===== src/rtl/arbitro_pop_ctrl.sv =====
// arbitro_pop_ctrl: weighted round-robin pop scheduler for the VC0/VC1 FIFOs.
// VC0 is preferred for up to VC0_WEIGHT back-to-back grants while VC1 waits.
// Either downstream almost-full flag blocks every pop. The read data lands one
// cycle after a pop, so the pop is registered into pop_delay_VCx for the mux.
// Optional feature: define ARB_STARVE_GUARD_EN to force a VC1 grant once VC1
// has waited STARVE_LIMIT eligible cycles.
module arbitro_pop_ctrl #(
    parameter int VC0_WEIGHT   = 4,
    parameter int WCNT_W       = 3,
    parameter int STARVE_LIMIT = 8
) (
    input  logic       clk,
    input  logic       reset,
    input  logic       VC0_empty,
    input  logic       VC1_empty,
    input  logic       D0_almost_full,
    input  logic       D1_almost_full,
    output logic       VC0_pop,
    output logic       VC1_pop,
    output logic       pop_delay_VC0,
    output logic       pop_delay_VC1,
    output logic [1:0] arb_state,
    output logic       starve_flag
);

    typedef enum logic [1:0] {
        IDLE    = 2'b00,
        GNT_VC0 = 2'b01,
        GNT_VC1 = 2'b10,
        HOLD    = 2'b11
    } state_t;

    localparam logic [WCNT_W-1:0] WMAX = WCNT_W'(VC0_WEIGHT);

    state_t            state_q, state_d;
    logic [WCNT_W-1:0] wcnt_q, wcnt_d;
    logic              pd0_q, pd1_q;
    logic              hold;
    logic              starve;
    logic              pop0, pop1;

    // The destination of the head entry is unknown until it is read, so
    // either almost-full flag must stall both channels.
    assign hold = D0_almost_full | D1_almost_full;

`ifdef ARB_STARVE_GUARD_EN
    localparam int SCNT_W = $clog2(STARVE_LIMIT + 1);
    localparam logic [SCNT_W-1:0] SLIM = SCNT_W'(STARVE_LIMIT);

    logic [SCNT_W-1:0] scnt_q, scnt_d;

    // Force VC1 on the first eligible cycle after the wait budget is used up.
    assign starve = !reset && (scnt_q == SLIM) && !hold && !VC1_empty;

    // Count eligible cycles in which VC1 waits; saturate at the limit.
    always_comb begin
        scnt_d = scnt_q;
        if (pop1)
            scnt_d = '0;
        else if (!VC1_empty && !hold && (scnt_q != SLIM))
            scnt_d = scnt_q + 1'b1;
    end

    // Starvation counter register.
    always_ff @(posedge clk or posedge reset) begin
        if (reset) scnt_q <= '0;
        else       scnt_q <= scnt_d;
    end
`else
    logic unused_starve_cfg;
    assign unused_starve_cfg = |STARVE_LIMIT;
    assign starve            = 1'b0;
`endif

    // Grant decode: at most one pop, never from an empty FIFO, none under hold.
    always_comb begin
        pop0 = 1'b0;
        pop1 = 1'b0;
        if (!reset && !hold) begin
            if (starve)
                pop1 = 1'b1;
            else if (!VC0_empty && !VC1_empty) begin
                if (wcnt_q < WMAX) pop0 = 1'b1;
                else               pop1 = 1'b1;
            end
            else if (!VC0_empty)
                pop0 = 1'b1;
            else if (!VC1_empty)
                pop1 = 1'b1;
        end
    end

    // Weight counter: frozen under hold, reset whenever VC1 is served or has
    // nothing to send, saturating count of VC0 grants made while VC1 waits.
    always_comb begin
        wcnt_d = wcnt_q;
        if (!hold) begin
            if (pop1 || VC1_empty)
                wcnt_d = '0;
            else if (pop0 && (wcnt_q != WMAX))
                wcnt_d = wcnt_q + 1'b1;
        end
    end

    // Next-state decode; HOLD only matters if there is something to pop.
    always_comb begin
        state_d = IDLE;
        if (hold && (!VC0_empty || !VC1_empty))
            state_d = HOLD;
        else if (pop0)
            state_d = GNT_VC0;
        else if (pop1)
            state_d = GNT_VC1;
    end

    // State, weight counter and read-data-aligned pop registers.
    always_ff @(posedge clk or posedge reset) begin
        if (reset) begin
            state_q <= IDLE;
            wcnt_q  <= '0;
            pd0_q   <= 1'b0;
            pd1_q   <= 1'b0;
        end else begin
            state_q <= state_d;
            wcnt_q  <= wcnt_d;
            pd0_q   <= pop0;
            pd1_q   <= pop1;
        end
    end

    assign VC0_pop       = pop0;
    assign VC1_pop       = pop1;
    assign pop_delay_VC0 = pd0_q;
    assign pop_delay_VC1 = pd1_q;
    assign arb_state     = state_q;
    assign starve_flag   = starve;

endmodule


===== config.mk =====
export PLATFORM = sky130hd
export DESIGN_NAME = arbitro_pop_ctrl
export DESIGN_NICKNAME = d
export VERILOG_FILES = /design/src/rtl/arbitro_pop_ctrl.sv
export SDC_FILE = /design/constraint.sdc
export NUM_CORES = 1
export LEC_CHECK = 0
export BUFFER_PORTS_ARGS = -buffer_cell sky130_fd_sc_hd__buf_2
export CAP_MARGIN = 20
export CORE_AREA = 2 2 39 41
export DETAILED_ROUTE_END_ITERATION = 8
export DIE_AREA = 0 0 41 43
export GPL_TIMING_DRIVEN = 0
export SETUP_SLACK_MARGIN = 0.05
export SKIP_LAST_GASP = 1
export SLEW_MARGIN = 20
export SYNTH_ARGS = -nofsm -noshare
export SYNTH_HDL_FRONTEND = slang
export SYNTH_SLANG_ARGS = --single-unit

===== constraint.sdc =====
create_clock -name clk -period 3 [get_ports clk]
set_input_delay 0.15 -clock clk [delete_from_list [all_inputs] [get_ports clk]]
set_output_delay 0.15 -clock clk [all_outputs]
set_load 0.03 [all_outputs]

==> results of run 1 <==
## stage by stage
step | setup slack [ps] | cells | util, % | hold WS, ps
finish | 1310 | 63 | 33.4 | 155
global route | 1270 | 63 | 33.4 | 139
floorplan | 1160 | 31 | - | -30.7
detailed placement | 1650 | 58 | 30.7 | 175
global placement | 1730 | 58 | 30.7 | 163
CTS | 1290 | 63 | 33.4 | 149
## state kept, by name (all words and copies together) (netlist names)
register       count
wcnt_q             3
arb_state          2
pop_delay_VC0      1
pop_delay_VC1      1
## power breakdown
group	switching [uW]	internal, uW	leakage, uW
combinational	23.4	12.7	0.000117
sequential	2.58	99.2	0.0000913
clock	34.4	50.7	0.0000150
## layer usage
| metal | up-vias | routed length [um] | GRT usage (%) |
|---|---|---|---|
| li1 | 137 | - | - |
| met4 | 0 | 36 | 12.0 |
| met3 | 4 | 60 | 4.71 |
| met5 | - | 0 | 0 |
| met2 | 13 | 404 | 16.6 |
| met1 | 128 | 284 | 11.7 |
## cell usage after synthesis
master	instances
sky130_fd_sc_hd__a22o_1	1
sky130_fd_sc_hd__a32o_1	2
sky130_fd_sc_hd__and2_1	2
sky130_fd_sc_hd__buf_4	1
sky130_fd_sc_hd__conb_1	1
sky130_fd_sc_hd__dfrtp_1	7
sky130_fd_sc_hd__ha_1	2
sky130_fd_sc_hd__inv_1	3
sky130_fd_sc_hd__nor2_1	1
sky130_fd_sc_hd__nor2_2	1
sky130_fd_sc_hd__nor2b_1	2
sky130_fd_sc_hd__nor3_1	1
sky130_fd_sc_hd__nor4_4	1
sky130_fd_sc_hd__nor4b_1	1
sky130_fd_sc_hd__o21ai_0	4
sky130_fd_sc_hd__o21ai_2	1
## worst paths after layout
check | end
max | VC1_pop
min | pop_delay_VC0
max reg2reg | pop_delay_VC0
min reg2reg | wcnt_q[1]
max in group asynchronous | wcnt_q[1]
min in group asynchronous | wcnt_q[2]
## critical path, delay by kind of cell
kind	cells	cell delay (ps)
and+or+nand+nor	2	470
buffers and inverters	3	920
## cells by family after synthesis
family                   after synthesis  share of synthesized area, %
buffers and inverters                  4                          5.36
adder cells (fa/ha/maj)                2                          7.14
flip-flops                             7                          50.0
other                                  1                          1.07
AO/OA/AOI/OAI                          8                          16.4
AND/OR/NAND/NOR                        9                          20.0
## layout make-up
cell class / instances / area share [%]
multi-input combinational: 20 / 33.9
tap: 16 / 4.34
buffer: 1 / 1.63
inverter: 3 / 2.44
sequential: 7 / 37.9
timing repair buffer: 12 / 14.1
clock buffer: 4 / 5.69
==> impl_metrics.env, run 1 <==
export IMPL_run_status="completed"
export IMPL_hold_viol=0
export IMPL_required_ps=2850
export IMPL_largest_net_degree_at_the_start_of_global_routing=9
export IMPL_clock_latency_ps=250
export IMPL_port_buffers=11
export IMPL_worstPathCellList="dlygate4sd3_1 > buf_2 > nor4_4 > nor2b_1 > buf_2"
export IMPL_power_leakage_uw=0.000223
export IMPL_synth_top_area_share_pct=50.0
export IMPL_synth_area_leader_cell="sky130_fd_sc_hd__dfrtp_1"
export IMPL_cpMostUsedCell="sky130_fd_sc_hd__buf_2"
export IMPL_powerDensity_nw_per_um2=483
export IMPL_drive_above_1_share_pct=38.3
export IMPL_crit_slowest_cell="sky130_fd_sc_hd__dlygate4sd3_1"
export IMPL_rrSetupSlack_ps=1920
export IMPL_floorplan_rows=14
export IMPL_cts_hold_buf=1
export IMPL_grt_setup_unrepaired="false"
export IMPL_clk_pin_slew_ps=50
export IMPL_hold_path_class="primary input to register"
export IMPL_ys_seq_area_share_pct=50.0
export IMPL_grt_use_total_pct=11.7
export IMPL_worstHoldStart="VC0_empty"
export IMPL_drt_pre_antenna_iters=1
export IMPL_final_estimated_routing_congestion_in_global_placement=0.694
export IMPL_vdd_drop_max_mv=0.179
export IMPL_arrival_ps=1540
export IMPL_antenna_found_initial=0
export IMPL_stdcell_area_um2=462
export IMPL_htree_levels=1
export IMPL_detail_route_wirelength_um=786
export IMPL_netlist_instances=31
export IMPL_final_setup_tns_ps=0
export IMPL_initial_core_util_pct=25.3
export IMPL_clock_skew_final_ps=0.265
export IMPL_final_cell_mix="sky130_fd_sc_hd__buf_2, sky130_fd_sc_hd__dfrtp_1, sky130_fd_sc_hd__o21ai_0"
export IMPL_r2r_start="wcnt_q[2]"
export IMPL_io_pins=13
export IMPL_area_sequential_um2=175
export IMPL_routed_wire_length_per_instance_um=12.5
export IMPL_postCtsSetupBuffers=0
export IMPL_mostFrequentLayoutCell="sky130_fd_sc_hd__buf_2"
export IMPL_overflow=0
export IMPL_final_antenna_net_count=0
export IMPL_finalCritPeriodShare_pct=56.4
export IMPL_critical_path_max_stage_delay_ps=530
export IMPL_netlist_cell_type_count=16
export IMPL_min_delay_path_depth=2
export IMPL_crit_type="primary input to output port"
export IMPL_cts_root_buffer_cell="sky130_fd_sc_hd__clkbuf_4"
export IMPL_via_count=282
export IMPL_core_area_um2=1380
export IMPL_critical_path_peak_fanout=5
export IMPL_dieArea_um2=1760
export IMPL_synth_fp_nets=39
export IMPL_final_setup_viols=0
export IMPL_power_uw=223
export IMPL_start_kind="primary input"
export IMPL_cts_root_to_sink_buffers=2
export IMPL_netlist_area_um2=350
export IMPL_finalCriticalPeriod_ps=1690
export IMPL_timing_fmax_mhz=591
export IMPL_dp_hpwl_um=658
export IMPL_critPathLaunch="reset"
export IMPL_fp_dieW_um=41
export IMPL_max_cap_violations=0
export IMPL_areaGrowthSynthToFinish_pct=31.8
export IMPL_num_fill_cells=151
export IMPL_antenna_cells=0
export IMPL_floorplan_die_height_um=43
export IMPL_via_count_of_the_first_global_routing_pass=285
export IMPL_synth_area_leaders="sky130_fd_sc_hd__dfrtp_1, sky130_fd_sc_hd__ha_1, sky130_fd_sc_hd__nor4_4"
export IMPL_warnings_synthesis=0
export IMPL_count_of_cells_along_the_worst_register_to_register_path=2
export IMPL_postSynthAreaPerCell_um2=11.3
export IMPL_starting_drc_count_in_detailed_routing=0
export IMPL_routed_via_density=4.48
export IMPL_grt_pass1_wl_mm=1.23
export IMPL_tritoncts_buffer_count=3
export IMPL_clock_sinks=7
export IMPL_cts_tree="built"
export IMPL_finalNetCount=56
export IMPL_postSynthRegisterBits=7
export IMPL_critical_path_endpoint_type="output port"
export IMPL_multiInputGateArea_um2=156
export IMPL_total_of_cells_resized_after_clock_tree_synthesis=0
export IMPL_route_detailed_drc=0
export IMPL_placement_cell_area_um2=425
export IMPL_slew_viol_final=0
Power figures use the tool's default switching activity.
==> run 2: changes to the inputs <==
- clock period: 3 -> 1.6 ns (I/O delays scaled with it)
==> run 2 against run 1 <==
Via count up 5.0%. Critical path depth unchanged. Global-route usage down 1.9 points. Combinational power is 97% higher. Non-clock buffer count is 1 higher. Routed wire length down 15%. Utilization is 2.2 points higher. Clock power grew 93%. Critical path type unchanged. Register-to-register slack lost 1400 ps.
==> impl_metrics.env, run 2 (synthesis gave the netlist of run 1 again) <==
export IMPL_dpl_cell_count=58
export IMPL_required_ps=1520
export IMPL_worst_r2r_end="arb_state[1]"
export IMPL_tritoncts_buffer_count=3
export IMPL_htree_levels=1
export IMPL_final_critical_path_setup_slack_ps=108
export IMPL_stdcell_area_um2=492
export IMPL_critical_path_max_stage_delay_ps=530
export IMPL_io_pins=13
export IMPL_antenna_found_initial=0
export IMPL_area_sequential_um2=175
export IMPL_hold_viol=0
export IMPL_max_cap_violations=0
export IMPL_dp_hpwl_um=493
export IMPL_final_cell_mix="sky130_fd_sc_hd__buf_2, sky130_fd_sc_hd__dfrtp_1, sky130_fd_sc_hd__o21ai_0"
export IMPL_grt_pass1_wl_mm=1.06
export IMPL_overflow=0
export IMPL_critical_path_endpoint_type="output port"
export IMPL_timing_critical_path_max_delay_family="buffers and inverters"
export IMPL_starting_drc_count_in_detailed_routing=1
export IMPL_cts_root_buffer_cell="sky130_fd_sc_hd__clkbuf_4"
export IMPL_wirelength_met1_um=286
export IMPL_floorplan_die_height_um=43
export IMPL_final_setup_tns_ps=0
export IMPL_clk_pin_slew_ps=50
export IMPL_count_of_placed_standard_cells_in_the_final_layout_fillers_left_out=64
export IMPL_critPathLaunch="reset"
export IMPL_min_delay_path_depth=2
export IMPL_worstPathCellList="dlygate4sd3_1 > buf_4 > nor4_4 > nor2b_4 > buf_6"
export IMPL_largest_register_ff_count=3
export IMPL_drive_above_1_share_pct=43.8
export IMPL_final_antenna_net_count=0
export IMPL_final_estimated_routing_congestion_in_global_placement=0.745
export IMPL_routed_via_density=4.63
export IMPL_multiInputGateArea_um2=170
export IMPL_dieArea_um2=1760
export IMPL_cts_tree="built"
export IMPL_cp_buffers_inverters=3
export IMPL_start_kind="primary input"
export IMPL_drt_pre_antenna_iters=2
export IMPL_crit_type="primary input to output port"
export IMPL_hold_path_class="primary input to register"
export IMPL_finalCritPeriodShare_pct=93.3
export IMPL_num_fill_cells=146
export IMPL_initial_core_util_pct=25.3
export IMPL_via_count=296
export IMPL_cts_root_to_sink_buffers=2
export IMPL_worst_setup_endpoint="VC1_pop"
export IMPL_core_area_um2=1380
export IMPL_port_buffers=11
export IMPL_met3RoutedLength_um=76
export IMPL_dr_max_layer_used="met4"
export IMPL_fp_dieW_um=41
export IMPL_placement_cell_area_um2=432
export IMPL_via_count_of_the_first_global_routing_pass=272
export IMPL_largest_register_by_flop_count="wcnt_q"
export IMPL_critical_path_cell_count=5
export IMPL_clock_skew_final_ps=2.33
export IMPL_mostFrequentLayoutCell="sky130_fd_sc_hd__buf_2"
export IMPL_detail_route_wirelength_um=666
export IMPL_areaGrowthSynthToFinish_pct=40.4
export IMPL_power_uw=425
export IMPL_count_of_cells_along_the_worst_register_to_register_path=3
export IMPL_floorplan_rows=14
export IMPL_routed_wire_length_per_instance_um=10.4
export IMPL_finalCriticalPeriod_ps=1490
export IMPL_antenna_cells=0
export IMPL_finalNetCount=57
export IMPL_timing_fmax_mhz=670
export IMPL_clock_sinks=7
export IMPL_vdd_drop_max_mv=0.294
export IMPL_clock_latency_ps=250
export IMPL_slew_viol_final=0
export IMPL_powerDensity_nw_per_um2=864
export IMPL_run_status="completed"
export IMPL_r2r_start="wcnt_q[2]"
export IMPL_arrival_ps=1410
export IMPL_rrSetupSlack_ps=520
export IMPL_grt_use_total_pct=9.78
export IMPL_power_leakage_uw=0.000232
export IMPL_largest_net_degree_at_the_start_of_global_routing=9
export IMPL_final_setup_viols=0
export IMPL_dpl_worst_slack_ps=483
export IMPL_critical_path_peak_fanout=5
export IMPL_grt_setup_unrepaired="false"
export IMPL_routed_wl_met2_um=288
export IMPL_route_detailed_drc=0
export IMPL_crit_slowest_cell="sky130_fd_sc_hd__dlygate4sd3_1"
[run 2: metal layers]
metal,track usage [%],vias up
met3,6.81,3
met2,13.1,13
met4,8.00,0
met1,9.77,140
met5,0,-
li1,-,140
[run 2: through the flow]
step | hold slack, ps | utilization, %
2_1_floorplan | -101 | -
3_3_place_gp | 99.0 | 31.2
3_5_place_dp | 108 | 31.2
4_1_cts | 66.4 | 33.8
5_1_grt | 63.5 | 35.5
6_report | 71.5 | 35.5
[run 2: worst min-delay path by stage]
stage | start | to
3_3_place_gp | reset | arb_state[1]
2_1_floorplan | reset | arb_state[0]
4_1_cts | VC0_empty | pop_delay_VC0
5_1_grt | VC0_empty | pop_delay_VC0
6_report | VC0_empty | pop_delay_VC0
3_5_place_dp | reset | arb_state[0]
[run 2: final cells by class]
type                       instances  area share [%]
clock buffer                       4            5.34
tap                               16            4.07
inverter                           3            2.29
buffer                             1            1.53
multi-input combinational         20            34.6
timing repair buffer              13            16.5
sequential                         7            35.6
[run 2: report_power, final]
group	switching [uW]	internal, uW	leakage, uW	total (uW)
Clock	68.2	95.4	0.0000150	164
Sequential	4.54	186	0.0000913	190
Combinational	44.3	26.6	0.000126	71.0
Total	117	308	0.000232	425
[run 2: what timing repair did]
action | CTS | global route
setup buffers | 0 | 1
endpoints found under the setup margin | 0 | 1
endpoints found under the hold margin | 7 | 0
hold buffers | 1 | 0
resized for setup | 0 | 7
==> run 3: changes to the inputs <==
- ABC_AREA: unset -> 1
==> run 3 against run 2 <==
Global-route usage up 0.28 points. Setup slack better by 140 ps. Critical endpoint is now VC0_pop. Clock-buffer cell count unchanged. Largest power group unchanged.
==> impl_metrics.env, run 3 <==
export IMPL_warnings_synthesis=0
export IMPL_slew_viol_final=0
export IMPL_finalCriticalPeriod_ps=1350
export IMPL_grt_use_total_pct=10.1
export IMPL_rrSetupSlack_ps=390
export IMPL_finalNetCount=73
export IMPL_cts_root_buffer_cell="sky130_fd_sc_hd__clkbuf_4"
export IMPL_worst_r2r_end="wcnt_q[1]"
export IMPL_timing_fmax_mhz=741
export IMPL_synth_enable_flop_cells=0
export IMPL_hold_path_class="primary input to register"
export IMPL_netlist_instances=48
export IMPL_ys_seq_area_share_pct=44.7
export IMPL_crit_type="register to output port"
export IMPL_htree_levels=1
export IMPL_drt_pre_antenna_iters=2
export IMPL_floorplan_rows=14
export IMPL_hold_viol=0
export IMPL_dp_hpwl_um=545
export IMPL_starting_drc_count_in_detailed_routing=5
export IMPL_areaGrowthSynthToFinish_pct=28.4
export IMPL_io_pins=13
export IMPL_clock_skew_final_ps=0.677
export IMPL_synth_fp_nets=56
export IMPL_vdd_drop_max_mv=0.248
export IMPL_netlist_area_um2=392
export IMPL_postSynthRegisterBits=7
export IMPL_final_antenna_net_count=0
export IMPL_grt_setup_unrepaired="false"
export IMPL_via_count=329
export IMPL_finalCritPeriodShare_pct=84.4
export IMPL_route_detailed_drc=0
export IMPL_synth_top_area_share_pct=44.7
export IMPL_required_ps=1520
export IMPL_final_estimated_routing_congestion_in_global_placement=0.767
export IMPL_final_setup_tns_ps=0
export IMPL_clock_sinks=7
export IMPL_clk_pin_slew_ps=50
export IMPL_routed_via_density=4.11
export IMPL_cts_hold_buf=1
export IMPL_prevailing_post_synth_register_cell="sky130_fd_sc_hd__dfrtp_1"
export IMPL_worst_setup_endpoint="VC0_pop"
export IMPL_final_setup_viols=0
export IMPL_fp_dieW_um=41
export IMPL_via_count_of_the_first_global_routing_pass=285
export IMPL_synth_area_leader_cell="sky130_fd_sc_hd__dfrtp_1"
export IMPL_tritoncts_buffer_count=3
export IMPL_power_leakage_uw=0.000282
export IMPL_synthMostInstantiatedCell="sky130_fd_sc_hd__nand2_1"
export IMPL_max_cap_violations=0
export IMPL_floorplan_die_height_um=43
export IMPL_dieArea_um2=1760
export IMPL_port_buffers=11
export IMPL_run_status="completed"
export IMPL_r2r_start="wcnt_q[0]"
export IMPL_critical_path_endpoint_type="output port"
export IMPL_powerDensity_nw_per_um2=935
export IMPL_worst_hold_slack_ps=152
export IMPL_antenna_found_initial=0
export IMPL_postSynthAreaPerCell_um2=8.16
export IMPL_core_area_um2=1380
export IMPL_final_cell_mix="sky130_fd_sc_hd__buf_2, sky130_fd_sc_hd__nand2_1, sky130_fd_sc_hd__inv_1, sky130_fd_sc_hd__dfrtp_1"
export IMPL_synth_area_leaders="sky130_fd_sc_hd__dfrtp_1, sky130_fd_sc_hd__nand2_1, sky130_fd_sc_hd__inv_1"
export IMPL_netlist_cell_type_count=16
export IMPL_initial_core_util_pct=28.3
export IMPL_cts_root_to_sink_buffers=2
export IMPL_largest_net_degree_at_the_start_of_global_routing=8
export IMPL_critPathLaunch="wcnt_q[2]"
export IMPL_async_reset_ff_share_pct=100
export IMPL_largest_register_ff_count=3
export IMPL_grt_pass1_wl_mm=1.09
export IMPL_synth_cells_most_frequent="sky130_fd_sc_hd__nand2_1, sky130_fd_sc_hd__dfrtp_1, sky130_fd_sc_hd__inv_1"
export IMPL_arrival_ps=1270
export IMPL_largest_register_by_flop_count="wcnt_q"
export IMPL_routed_wire_length_per_instance_um=8.45
export IMPL_mostFrequentLayoutCell="sky130_fd_sc_hd__buf_2"
export IMPL_postCtsSetupBuffers=0
export IMPL_total_of_cells_resized_after_clock_tree_synthesis=0
export IMPL_count_of_cells_along_the_worst_register_to_register_path=8
export IMPL_antenna_cells=0
export IMPL_clock_latency_ps=240
export IMPL_drive_above_1_share_pct=32.8
export IMPL_start_kind="register"
export IMPL_cts_tree="built"
export IMPL_detail_route_wirelength_um=676
export IMPL_overflow=0
export IMPL_critical_path_peak_fanout=6
run 3: cell count changes after synthesis, moves of 3 or more:
cell,previous run,this run
sky130_fd_sc_hd__nand2_1,0,10
sky130_fd_sc_hd__nand3_1,0,4
sky130_fd_sc_hd__inv_1,3,7
sky130_fd_sc_hd__nor2_1,1,4
run 3: power by group:
group | internal [uW] | leakage [uW] | switching, uW | total [uW]
Clock | 94.8 | 0.0000150 | 59.1 | 154
Sequential | 195 | 0.0000898 | 16.7 | 212
Combinational | 39.9 | 0.000177 | 64.6 | 104
Total | 330 | 0.000282 | 140 | 470
run 3: worst max-delay path, stage by stage (launching register included):
cell                      delay, ps
sky130_fd_sc_hd__dfrtp_1        450
sky130_fd_sc_hd__a21oi_1        220
sky130_fd_sc_hd__nand2_1        100
sky130_fd_sc_hd__inv_1           70
sky130_fd_sc_hd__buf_2          190
run 3: metal layers:
| metal | part of all wire (%) | vias to the layer above | track usage, % |
|---|---|---|---|
| li1 | - | 175 | - |
| met5 | 0 | - | 0 |
| met1 | 46 | 143 | 11.0 |
| met2 | 45 | 9 | 13.1 |
| met3 | 5.9 | 2 | 1.57 |
| met4 | 2.8 | 0 | 14.0 |
run 3: worst min-delay path by stage:
stage | startpoint | to | slack, ps | cells after the start
after floorplan | reset | arb_state[0] | -100 | 1
after global placement | reset | wcnt_q[1] | 30 | 2
after detailed placement | reset | pop_delay_VC0 | 30 | 2
after CTS | D0_almost_full | wcnt_q[2] | 140 | 4
after global routing | D0_almost_full | arb_state[0] | 170 | 3
final | D0_almost_full | wcnt_q[2] | 150 | 4
run 3: cells by family (layout without fill, tap and decap cells):
logic type	count (synthesis)	count (layout)	share of synthesized area, %
adder cells (fa/ha/maj)	2	2	6.39
AO/OA/AOI/OAI	5	5	6.39
XOR/XNOR	1	1	2.24
flip-flops	7	7	44.7
AND/OR/NAND/NOR	24	24	30.7
buffers and inverters	8	24	8.63
other	1	1	0.958
run 3: per-stage QoR:
step / total power, uW / cells / util (%) / instance area, um^2 / setup WS (ps)
CTS: 482 / 80 / 36.3 / 503 / 235
detailed placement: 318 / 75 / 33.7 / 467 / 403
global route: 510 / 80 / 36.3 / 503 / 170
floorplan: 288 / 48 / - / 392 / 340
global placement: 315 / 75 / 33.7 / 467 / 420
finish: 470 / 80 / 36.3 / 503 / 250
run 3: cell type report:
class	instances	area (um^2)
Inverter	7	26.3
Multi-Input combinational cell	33	183
Clock buffer	4	26.3
Tap cell	16	20.0
Buffer	1	7.51
Sequential cell	7	175
Fill cell	141	881
Timing Repair Buffer	12	65.1
